--- src/rtl/fsin_sequencer.sv ---
// Camera frame-sync sequencer: one period counter drives NUM_CH phase-offset FSIN pulses.
// Define FSIN_SEQUENCER_WATCHDOG_EN to compile in the frame_valid missed-frame watchdog.
module fsin_sequencer #(
  parameter int unsigned      NUM_CH     = 2,
  parameter int unsigned      CNT_W      = 24,
  parameter logic [CNT_W-1:0] DEF_PERIOD = CNT_W'(2_075_000),
  parameter logic [CNT_W-1:0] DEF_PULSE  = CNT_W'(830),
  parameter int unsigned      MISS_LIMIT = 4
) (
  input  logic                    clk,
  input  logic                    reset,
  input  logic                    enable,
  input  logic                    cfg_load,
  input  logic [CNT_W-1:0]        cfg_period,
  input  logic [CNT_W-1:0]        cfg_pulse,
  input  logic [NUM_CH*CNT_W-1:0] cfg_phase,
  input  logic                    frame_valid,
  output logic [NUM_CH-1:0]       fsin,
  output logic                    frame_tick,
  output logic [15:0]             frame_count,
  output logic                    cfg_pending,
  output logic                    missed_frame
);

  logic [CNT_W-1:0]        cnt_q, cnt_d;
  logic [CNT_W-1:0]        per_q, per_d;
  logic [CNT_W-1:0]        pul_q, pul_d;
  logic [NUM_CH*CNT_W-1:0] phase_q, phase_d;
  logic [CNT_W-1:0]        pend_per_q, pend_per_d;
  logic [CNT_W-1:0]        pend_pul_q, pend_pul_d;
  logic [NUM_CH*CNT_W-1:0] pend_phase_q, pend_phase_d;
  logic                    pending_q, pending_d;
  logic [NUM_CH-1:0]       fsin_q, fsin_d;
  logic                    tick_q, tick_d;
  logic [15:0]             count_q, count_d;
  logic [CNT_W-1:0]        last_cnt;
  logic                    wrap;
  logic                    apply;

  // Period counter; periods below 2 are stretched to 2 so the counter always moves.
  always_comb begin : counter_next
    last_cnt = (per_q < CNT_W'(2)) ? CNT_W'(1) : per_q - CNT_W'(1);
    wrap     = enable && (cnt_q >= last_cnt);
    cnt_d    = '0;
    if (enable && !wrap) begin
      cnt_d = cnt_q + CNT_W'(1);
    end
    tick_d  = enable && (cnt_q == '0);
    count_d = tick_d ? count_q + 16'd1 : count_q;
  end

  // Pulse window is clipped at the period end so it never spills into the next frame.
  always_comb begin : window_next
    logic [CNT_W-1:0] ph;
    logic [CNT_W:0]   win_end;
    fsin_d  = '0;
    ph      = '0;
    win_end = '0;
    for (int i = 0; i < NUM_CH; i++) begin
      ph      = phase_q[i*CNT_W +: CNT_W];
      win_end = {1'b0, ph} + {1'b0, pul_q};
      if (win_end > {1'b0, per_q}) begin
        win_end = {1'b0, per_q};
      end
      fsin_d[i] = enable && (pul_q != '0) && (ph < per_q) &&
                  (cnt_q >= ph) && ({1'b0, cnt_q} < win_end);
    end
  end

  // Pending config lands on the wrap edge, or immediately when stopped.
  always_comb begin : config_next
    apply        = pending_q && (wrap || !enable);
    per_d        = apply ? pend_per_q   : per_q;
    pul_d        = apply ? pend_pul_q   : pul_q;
    phase_d      = apply ? pend_phase_q : phase_q;
    pend_per_d   = cfg_load ? cfg_period : pend_per_q;
    pend_pul_d   = cfg_load ? cfg_pulse  : pend_pul_q;
    pend_phase_d = cfg_load ? cfg_phase  : pend_phase_q;
    pending_d    = cfg_load || (pending_q && !apply);
  end

  always_ff @(posedge clk or posedge reset) begin
    if (reset) begin
      cnt_q        <= '0;
      per_q        <= DEF_PERIOD;
      pul_q        <= DEF_PULSE;
      phase_q      <= '0;
      pend_per_q   <= '0;
      pend_pul_q   <= '0;
      pend_phase_q <= '0;
      pending_q    <= 1'b0;
      fsin_q       <= '0;
      tick_q       <= 1'b0;
      count_q      <= '0;
    end else begin
      cnt_q        <= cnt_d;
      per_q        <= per_d;
      pul_q        <= pul_d;
      phase_q      <= phase_d;
      pend_per_q   <= pend_per_d;
      pend_pul_q   <= pend_pul_d;
      pend_phase_q <= pend_phase_d;
      pending_q    <= pending_d;
      fsin_q       <= fsin_d;
      tick_q       <= tick_d;
      count_q      <= count_d;
    end
  end

  assign fsin        = fsin_q;
  assign frame_tick  = tick_q;
  assign frame_count = count_q;
  assign cfg_pending = pending_q;

`ifdef FSIN_SEQUENCER_WATCHDOG_EN
  localparam int unsigned MISS_W = (MISS_LIMIT < 1) ? 1 : $clog2(MISS_LIMIT + 1);
  localparam logic [MISS_W-1:0] MISS_MAX = MISS_W'(MISS_LIMIT);

  logic              fv_meta_q, fv_sync_q, fv_prev_q;
  logic              fv_rise;
  logic [MISS_W-1:0] miss_q, miss_d;
  logic              missed_q, missed_d;

  // Miss counter saturates; the flag is sticky until reset or stop.
  always_comb begin : watchdog_next
    fv_rise = fv_sync_q && !fv_prev_q;
    miss_d  = miss_q;
    if (!enable || fv_rise) begin
      miss_d = '0;
    end else if (tick_q && (miss_q < MISS_MAX)) begin
      miss_d = miss_q + MISS_W'(1);
    end
    missed_d = enable && (missed_q || (miss_d >= MISS_MAX));
  end

  always_ff @(posedge clk or posedge reset) begin
    if (reset) begin
      fv_meta_q <= 1'b0;
      fv_sync_q <= 1'b0;
      fv_prev_q <= 1'b0;
      miss_q    <= '0;
      missed_q  <= 1'b0;
    end else begin
      fv_meta_q <= frame_valid;
      fv_sync_q <= fv_meta_q;
      fv_prev_q <= fv_sync_q;
      miss_q    <= miss_d;
      missed_q  <= missed_d;
    end
  end

  assign missed_frame = missed_q;
`else
  logic unused_fv;
  assign unused_fv    = frame_valid;
  assign missed_frame = 1'b0;
`endif

endmodule

--- config.mk ---
export PLATFORM = sky130hd
export DESIGN_NAME = fsin_sequencer
export DESIGN_NICKNAME = d
export VERILOG_FILES = /design/src/rtl/fsin_sequencer.sv
export SDC_FILE = /design/constraint.sdc
export NUM_CORES = 1
export LEC_CHECK = 0
export ABC_AREA = 1
export BUFFER_PORTS_ARGS = -buffer_cell sky130_fd_sc_hd__buf_4
export CORE_UTILIZATION = 37
export CTS_CLUSTER_SIZE = 25
export DETAILED_ROUTE_END_ITERATION = 7
export SLEW_MARGIN = 20
export SYNTH_ARGS = -nofsm -noshare
export SYNTH_HDL_FRONTEND = slang
export SYNTH_SLANG_ARGS = --single-unit
export TNS_END_PERCENT = 50
--- constraint.sdc ---
create_clock -name clk -period 20.1 [get_ports clk]
set_clock_uncertainty 0.2 [all_clocks]
set_input_delay 0 -clock clk [delete_from_list [all_inputs] [get_ports clk]]
set_output_delay 0 -clock clk [all_outputs]
set_load 0.01 [all_outputs]
==> metrics.yaml <==
worst_setup_path:
  cp_num_buf_inv: 3
  cp_max_fo: 28
  cp_common_cell: "nand2_1"
  path_delay_family: "simple AND/OR/NAND/NOR gates"
  crit_slowest_cell: "nand2_1"
  end_kind: "register"
  crit_type: "register to register"
  worst_setup_path_start_kind: "register"
  crit_required_ps: 20340
  critPathMaxStageDelay_ps: 560
  cp.arrival_ps: 6970
placement:
  routabilityCongestion: 0.913
  placedInstanceArea_um2: 19200
  portBuffers: 119
  placedCellCount: 2972
  place_hpwl_um: 40600
clock_tree:
  cts_resized: 0
  clk_latency_ps: 570
  clockBufferDepth: 3
  numCtsBuffers: 27
  clock_sinks: 236
  cts_tree: "done"
  cts_setup_buffers: 0
  cts_hold_buffers: 248
  cts_root_buffer: "clkbuf_16"
  clk_pin_slew_ps: 60
  htreeDepth: 1
synth:
  yosysTopAreaCell: "dfrtp_1"
  ys.flop_type: "dfrtp_1"
  ys_top_cells_by_count: "nand2_1 (523), inv_1 (305), o21ai_0 (285), ha_1 (264), dfrtp_1 (216)"
  synth_fp_nets: 2662
  synth_area_leaders: "dfrtp_1 (31%), ha_1 (19%), nand2_1 (11%)"
  netlist_instances: 2295
  synth-seq-area-share_pct: 33.5
  avgSynthCellArea_um2: 7.72
  yosysUniqueCellTypes: 58
  synth_area_um2: 17700
  synth_edf_count: 0
  ys_ff_latch: 236
  yosysMostFrequentCell: "nand2_1"
  synthArstFlopShare_pct: 100
  yosysWarnings: 0
  post-synth-top-area-fraction_pct: 30.5
floorplan:
  die_x_um: 221
  initial_core_util_pct: 37.8
  die_area_um2: 48800
  rows: 79
  fp.dieH_um: 221
  io_pins: 122
  core_area_um2: 46900
global_routing:
  grt_util_all_layers_pct: 22.5
  antenna_found_initial: 0
  grt-ovfl-total: 0
  grt_pass1_wl_um: 88100
  grt_max_degree: 119
  first_global_vias: 16800
min_path:
  hp-class: "input pin to register"
layout:
  finalNonFillerCells: 3270
  layout-drive-gt1-share_pct: 9.16
  final_nets: 3009
  n_antenna_cell: 0
  final_area_um2: 22600
  area_delta_synth_final_pct: 27.6
  fill_cells: 4523
  post-route-util_pct: 48.2
timing:
  setup_viol: 0
  tightest_slew_ps: 987
  min_period_over_period_pct: 33.5
  slew_viol_final: 0
  tns_ps: 0
  slew_headroom_pct: 34.2
  fmax_mhz: 149
  rsz0062_at_grt: "no"
  period_minus_slack_ps: 6730
  hold_viol: 0
route:
  drtPass1Iterations: 8
  wl_per_cell_um: 16.7
  postRouteAntennaNets: 0
  drc: 8
  first_iter_violations: 992
  viasPerCell: 5.12
  drt-total-wl_um: 54600
  num_vias: 16800
status:
  violations: "DRC"
  status: "complete, but fails checks"
power_and_ir_drop:
  p_leak_uw: 0.0114
  irDropWorstVdd_mv: 0.0647
  p_per_area_nw_per_um2: 89.0
run:
  maxCapViolations: 0
registers in the layout, indices dropped and copies added, names as in the netlist:
register and flops:
cnt_q 24, cfg_pending 1, pul_q 24, fsin 2, frame_count 16, pend_phase_q 48, phase_q 48, pend_pul_q 24
per_q 24, pend_per_q 24, frame_tick 1
cell type report:
class	count	area, um2	share of cell area (%)
multi-input combinational	1691	10400	45.9
clock inverter	16	191	0.847
inverter	313	1180	5.23
tap	607	759	3.36
timing repair buffer	373	3420	15.1
sequential	236	5930	26.2
clock buffer	34	752	3.33
layout by cell type, fill, tap and decap left out, types with 20 or more instances in the layout:
cell type,count
dlygate4sd3_1,248
nand3_1,81
xor2_1,42
nor2_1,109
dfstp_2,20
ha_1,264
o21ai_0,285
clkbuf_16,27
nor3_1,39
inv_1,304
dfrtp_1,216
buf_4,125
nand2_1,522
nand4_1,31
a21oi_1,157
final timing paths:
path	from	to	slack, ps	cells past startpoint
max in group asynchronous	reset	frame_count[12]$_DFFE_PP0P_	17070	6
worst min-delay path	cfg_phase[25]	pend_phase_q[25]$_DFFE_PP0P_	8	4
worst min register to register	frame_count[15]$_DFFE_PP0P_	frame_count[15]$_DFFE_PP0P_	270	1
worst max-delay path	phase_q[24]$_DFFE_PP0P_	fsin[1]$_DFF_PP0_	13370	31
min in group asynchronous	reset	phase_q[27]$_DFFE_PP0P_	560	4
worst max register to register	phase_q[24]$_DFFE_PP0P_	fsin[1]$_DFF_PP0_	13370	31
through the flow:
step	hold WS, ps	power, uW	setup slack, ps
finish	8.09	2010	13370
global route	25.4	2180	12830
CTS	0.0652	2020	13450
floorplan	-83.2	1200	13460
detailed placement	4.30	1450	13470
global placement	-0.322	1420	13480
per-layer routing:
| layer | routed length (um) | GRT usage [%] |
|---|---|---|
| met1 | 25000 | 29.2 |
| met2 | 26600 | 40.1 |
| met3 | 1670 | 1.97 |
| met4 | 1340 | 5.44 |
| met5 | 0 | 0 |
kinds of logic (layout without fill, tap and decap cells):
family / after synthesis / in the layout / synth area share [%]
adder cells (fa/ha/maj): 266 / 266 / 18.9
flip-flops: 236 / 236 / 33.5
XOR/XNOR: 60 / 60 / 3.01
buffers and inverters: 368 / 736 / 8.05
AND/OR/NAND/NOR: 854 / 854 / 21.3
AO/OA/AOI/OAI: 509 / 509 / 15.2
multiplexers: 1 / 1 / 0.0636
other: 1 / 1 / 0.0212
where the power goes:
part           switching [uW]  internal [uW]  total (uW)  leakage, uW
Clock                     209            306         515     0.000458
Combinational             552            340         892      0.00798
Sequential               71.6            533         604      0.00292
Total                     833           1180        2010       0.0114
worst reg2reg max path, delay by kind of cell, from the launching register on:
family,cells,cell delay (ps)
fa+ha+maj,4,1170
simple gates,14,2220
compound gates,9,1670
buf+inv,3,510
flops,1,450
xor+xnor,1,390
(Power assumes the default switching activity.)
